[src/rtl/cbus_arbiter.sv]
`timescale 1ns/1ps
// cbus_arbiter: two-master CBus arbiter (I-cache, D-cache) onto one memory port, burst-locked, with stall watchdog.
// Optional feature: define CBUS_ARB_RR_EN for round-robin contention; undefined gives fixed D-cache priority.
package cbus_pkg;
    typedef logic [3:0] cbus_len_t;
    localparam cbus_len_t MLEN1  = 4'd0;
    localparam cbus_len_t MLEN2  = 4'd1;
    localparam cbus_len_t MLEN4  = 4'd3;
    localparam cbus_len_t MLEN8  = 4'd7;
    localparam cbus_len_t MLEN16 = 4'd15;

    typedef struct packed {
        logic        valid;
        logic        is_write;
        logic [31:0] addr;
        logic [2:0]  size;
        cbus_len_t   len;
        logic [7:0]  strobe;
        logic [63:0] data;
    } cbus_req_t;

    typedef struct packed {
        logic        ready;
        logic        last;
        logic [63:0] data;
    } cbus_resp_t;
endpackage

module cbus_arbiter
    import cbus_pkg::*;
#(
    parameter int unsigned WDOG_CYCLES = 1023
) (
    input  logic       clk,
    input  logic       reset,
    input  cbus_req_t  icreq,
    output cbus_resp_t icresp,
    input  cbus_req_t  dcreq,
    output cbus_resp_t dcresp,
    output cbus_req_t  oreq,
    input  cbus_resp_t oresp,
    output logic [1:0] owner,
    output logic       err
);
    // One-hot grant encoding so bit gi of the state is "master gi owns the port".
    localparam logic [1:0] IDLE  = 2'b00;
    localparam logic [1:0] GNT_I = 2'b01;
    localparam logic [1:0] GNT_D = 2'b10;
    localparam logic [15:0] WDOG_LIMIT = 16'(WDOG_CYCLES);

    logic [1:0]  state_reg, state_next;
    logic        last_owner_reg, last_owner_next;   // 0 = I, 1 = D
    logic [15:0] wdog_reg, wdog_next;
    logic        err_reg, err_next;
    logic [1:0]  contend_gnt;
    cbus_resp_t  mresp [2];

`ifdef CBUS_ARB_RR_EN
    assign contend_gnt = last_owner_reg ? GNT_I : GNT_D;
`else
    assign contend_gnt = GNT_D;
`endif

    genvar gi;
    generate
        for (gi = 0; gi < 2; gi++) begin : g_route
            assign mresp[gi] = state_reg[gi] ? oresp : '0;
        end
    endgenerate

    assign icresp = mresp[0];
    assign dcresp = mresp[1];
    assign owner  = state_reg;
    assign err    = err_reg;

    always_comb begin
        oreq = '0;
        if (state_reg == GNT_I) begin
            oreq = icreq;
        end else if (state_reg == GNT_D) begin
            oreq = dcreq;
        end
    end

    always_comb begin
        state_next      = state_reg;
        last_owner_next = last_owner_reg;
        case (state_reg)
            IDLE: begin
                if (icreq.valid && dcreq.valid) begin
                    state_next = contend_gnt;
                end else if (dcreq.valid) begin
                    state_next = GNT_D;
                end else if (icreq.valid) begin
                    state_next = GNT_I;
                end
            end
            GNT_I, GNT_D: begin
                // oreq carries the owner's request here, so !oreq.valid means an abandoned burst.
                if ((oresp.ready && oresp.last) || !oreq.valid) begin
                    state_next      = IDLE;
                    last_owner_next = state_reg[1];
                end
            end
            default: state_next = IDLE;
        endcase
    end

    always_comb begin
        wdog_next = wdog_reg;
        err_next  = err_reg;
        if ((state_reg == IDLE) || oresp.ready) begin
            wdog_next = '0;
        end else if (wdog_reg != 16'hFFFF) begin
            wdog_next = wdog_reg + 16'd1;
        end
        if ((state_reg != IDLE) && (wdog_next == WDOG_LIMIT)) begin
            err_next = 1'b1;
        end
    end

    always_ff @(posedge clk or posedge reset) begin
        if (reset) begin
            state_reg      <= IDLE;
            last_owner_reg <= 1'b0;
            wdog_reg       <= '0;
            err_reg        <= 1'b0;
        end else begin
            state_reg      <= state_next;
            last_owner_reg <= last_owner_next;
            wdog_reg       <= wdog_next;
            err_reg        <= err_next;
        end
    end
endmodule
[config.mk]
export PLATFORM = sky130hd
export DESIGN_NAME = cbus_arbiter
export DESIGN_NICKNAME = d
export VERILOG_FILES = /design/src/rtl/cbus_arbiter.sv
export SDC_FILE = /design/constraint.sdc
export NUM_CORES = 1
export LEC_CHECK = 0
export CORE_AREA = 2 2 209 211
export DETAILED_ROUTE_END_ITERATION = 7
export DIE_AREA = 0 0 211 213
export RECOVER_POWER = 25
export SLEW_MARGIN = 20
export SYNTH_ARGS = -nofsm -noshare
export SYNTH_HDL_FRONTEND = slang
export SYNTH_SLANG_ARGS = --single-unit
[constraint.sdc]
create_clock -name clk -period 5.1 [get_ports clk]
set_clock_uncertainty 0.1 [all_clocks]
set_input_delay 1.02 -clock clk [delete_from_list [all_inputs] [get_ports clk]]
set_output_delay 1.02 -clock clk [all_outputs]
set_load 0.05 [all_outputs]
## Word-level counts from Yosys, hierarchy flattened

Index checks and enable logic that the tools add are counted.

- Register bits: 19
- Logic and storage cells: 31

- $add $sub $neg: 1
- Eq/ne operators: 6
- Mux-type cells: 11
- Reduce and logical (&&, ||, !) cells: 10

Operators with widths:

| kind | number |
|---|---|
| $mux 113 | 2 |
| $mux 66 | 2 |
| $mux 16 | 2 |
| $add 16x1->16 const B | 1 |
| $eq 16x10->1 const B | 1 |
| $ne 16x16->1 const B | 1 |
| $mux 2 | 4 |
| $ne 4x4->1 const B | 1 |
| $pmux 2 s2 | 1 |
| $logic_and 1x1->1 | 3 |
| $eq 2x1->1 const B | 1 |
| $eq 2x2->1 const B | 1 |
| $logic_not 2->1 | 1 |
| $logic_or 1x1->1 | 2 |
| $ne 2x2->1 const B | 1 |
| $reduce_and 2->1 | 1 |
| $reduce_bool 2->1 | 1 |
| $reduce_or 2->1 | 1 |
| $logic_not 1->1 | 1 |

## Longest topological paths before layout

- Depth after elaboration: 7
- Gate-level depth with buffers: 10

## Least setup slack after synthesis

No wires, ideal clock.

- Path type: register to output
- Start point: register state_reg[0], in the netlist owner[0]
- End point: output oreq[100] (netlist bit)
- Data arrival time: 2.936 ns
- Data required time: 3.980 ns
- Path slack: 1.044 ns
- Stages on the path, launching flop included: 9
- Path through: dfrtp_1 -> clkbuf_1 -> inv_1 -> ha_1 -> clkbuf_1 -> clkbuf_1 -> buf_1 -> nand2_1 -> o21ai_0

RTL lines:

| item | RTL line | text |
|---|---|---|
| start: declaration | 51 | `logic [1:0] state_reg, state_next;` |
| start signal: assignment | 129 | `state_reg <= state_next;` |
| end: declaration | 40 | `output cbus_req_t oreq,` |

==> impl_metrics.ini <==
[global_routing]
groute.usage.overall = 0.102
overflow = 0
grt_max_degree = 98
antenna_found_initial = 0
grt_pass1_vias = 5846
grt_pass1_wl_mm = 35.2

[power]
netSwitchingFraction = 0.657
ir_drop_uv = 262
power_leakage_nw = 3.49
power_mw = 5.24
p_switching_mw = 3.45
power.internal_mw = 1.80
pwr-share-clk = 0.030
power_frac_seq = 0.034
comb_power_share = 0.936
p_per_area_nw_per_um2 = 541

[route]
drt_iter0_markers = 275
dr.pass1.iters = 5
drt.antenna.violating_nets = 0
routed_wirelength_mm = 25.2
drc_errors = 0
vias = 6183
wire_per_inst_um = 14.9
viasPerCell = 3.65

[layout]
antennaDiodeCount = 0
area_delta_synth_final_pct = 171
final_common_cell = clkdlybuf4s50_1
most-common-layout-cells = clkdlybuf4s50_1, nand2_1, and2_1
largest_reg_flops = 16
drive_above_1_share = 0.0262
finalNetCount = 1446

[cts]
root_buffer = clkbuf_16
post_cts_resized = 0
ctsHoldBuffers = 0
clockBufferDepth = 2
cts_tree = built
path_clk_slew_ps = 50
worstSkewPairLatency_ps = 250
post-cts-setup-buffers = 0
cts_buffers = 3
htreeDepth = 1
clkSinkCount = 19

[worst_setup_path]
cp_slowest_stage_delay_ps = 910
cp_cell_sequence = buf_4 -> ha_4 -> buf_12 -> nand2_1 -> o21ai_0 -> clkdlybuf4s50_1
end_kind = output pin
start_kind = flip-flop
worstPathBufferInverterCount = 3
cp_slowest_cell = clkdlybuf4s50_1
arrival_ps = 3150
cpLargestDelayFamily = buffers and inverters
critPathMaxFanout = 97
required_ps = 3980
worst-setup-path-type = reg -> out

[die]
die_h_um = 213
core.rowCount = 76
io-pin-count = 542
die_w_um = 211
core_um2 = 42700
die_area_um2 = 44900
start_util = 0.0839

[synth]
ys_types = 40
synth_area_um2 = 3580
synth_seq_cells = 19
synth-async-reset-ratio = 1.00
yosys_warnings = 0
synth-edff-count = 0
syn_inst = 647
syn_nets = 945
synth_flop_cell = dfrtp_1
syn_area_per_cell_um2 = 5.53
ys_seq_area_frac = 0.133

[placement]
port_buffers = 541
gp_congestion = 0.879
hpwlAfterDp_mm = 22.1

[timing]
slew_headroom = 0.368
period_share = 0.838
drv_slew = 0
period_needed_ps = 4270
finalHoldViolCount = 0
clock.fmax_mhz = 234
tightest_slew_ps = 949
whs_ps = 387
rsz0062_at_grt = false
setup_violations = 0
tns_ps = 0

[job]
maxCapViolCount = 0

[min_path]
hold_class = reg -> reg

[run_status]
status = finished clean
[worst reg2reg max path: cells and delay by family, from the launching register on]
| kind | cells | cell delay [ps] |
|---|---|---|
| AOI/OAI and AO/OA | 3 | 400 |
| adders and majority gates | 1 | 230 |
| DFF | 1 | 430 |
| buffers and inverters | 1 | 160 |
| and+or+nand+nor | 3 | 1200 |
[kinds of logic (layout without fill, tap and decap cells)]
group / count (synthesis) / count (layout) / synth area share
compound gates: 134 / 134 / 0.200
fa+ha+maj: 4 / 4 / 0.0140
buf+inv: 62 / 562 / 0.0650
mux: 2 / 2 / 0.00559
simple gates: 419 / 419 / 0.566
flops: 19 / 19 / 0.133
xor+xnor: 7 / 7 / 0.0171
[synth_stat cells (4+ instances only)]
cell | instances | area (um^2)
buf_1 | 4 | 15.0
nand2_1 | 237 | 890
and3_1 | 4 | 25.0
o21ai_0 | 118 | 591
nand4_1 | 7 | 43.8
xnor2_1 | 5 | 43.8
a21oi_1 | 5 | 25.0
dfrtp_1 | 19 | 475
clkbuf_1 | 50 | 188
and2_1 | 132 | 826
inv_1 | 8 | 30.0
ha_1 | 4 | 50.1
nor2_1 | 17 | 63.8
[area by class of cell]
type                       instances  area (um^2)
clock buffer                       4         78.8
multi-input combinational        566         2900
timing repair buffer             550         5530
fill                            4758        33000
tap                              546          683
sequential                        19          478
inverter                           8         30.0
[power groups by stage]
stage	sequential, mW	clock [mW]	combinational (mW)
after floorplan	0.203	0	3.07
after detailed placement	0.181	0	4.98
after CTS	0.178	0.164	4.99
after global placement	0.180	0	4.98
final	0.178	0.159	4.91
after global routing	0.179	0.171	5.15
[per-layer routing]
metal / part of all wire / vias up / track usage
li1: - / 3091 / -
met2: 0.51 / 352 / 0.190
met1: 0.38 / 2734 / 0.116
met4: 0.0059 / 0 / 0.0124
met3: 0.11 / 6 / 0.0332
met5: 0 / - / 0
[stage by stage]
| stage | util | instances | instance area, um^2 | setup WS [ps] |
|---|---|---|---|---|
| after global placement | 0.225 | 1689 | 9610 | 1040 |
| after detailed placement | 0.225 | 1689 | 9610 | 1050 |
| after CTS | 0.227 | 1693 | 9690 | 758 |
| final | 0.227 | 1693 | 9690 | 826 |
| after global routing | 0.227 | 1693 | 9690 | 624 |
| after floorplan | - | 647 | 3580 | 1040 |
[path summary, 6_finish.rpt]
| check | start | endpoint | slack, ps | cells after the start |
|---|---|---|---|---|
| setup / recovery | owner[0]$_DFFE_PP0P_ | oreq[68] | 830 | 6 |
| hold / removal | err$_DFFE_PP0P_ | err$_DFFE_PP0P_ | 390 | 1 |
| setup reg to reg | owner[1]$_DFFE_PP0P_ | err$_DFFE_PP0P_ | 2530 | 8 |
| hold reg to reg | err$_DFFE_PP0P_ | err$_DFFE_PP0P_ | 390 | 1 |
| max in group asynchronous | reset | owner[0]$_DFFE_PP0P_ | 3170 | 2 |
| min in group asynchronous | reset | wdog_reg[9]$_DFF_PP0_ | 1230 | 2 |
Power figures use the tool's default switching activity.
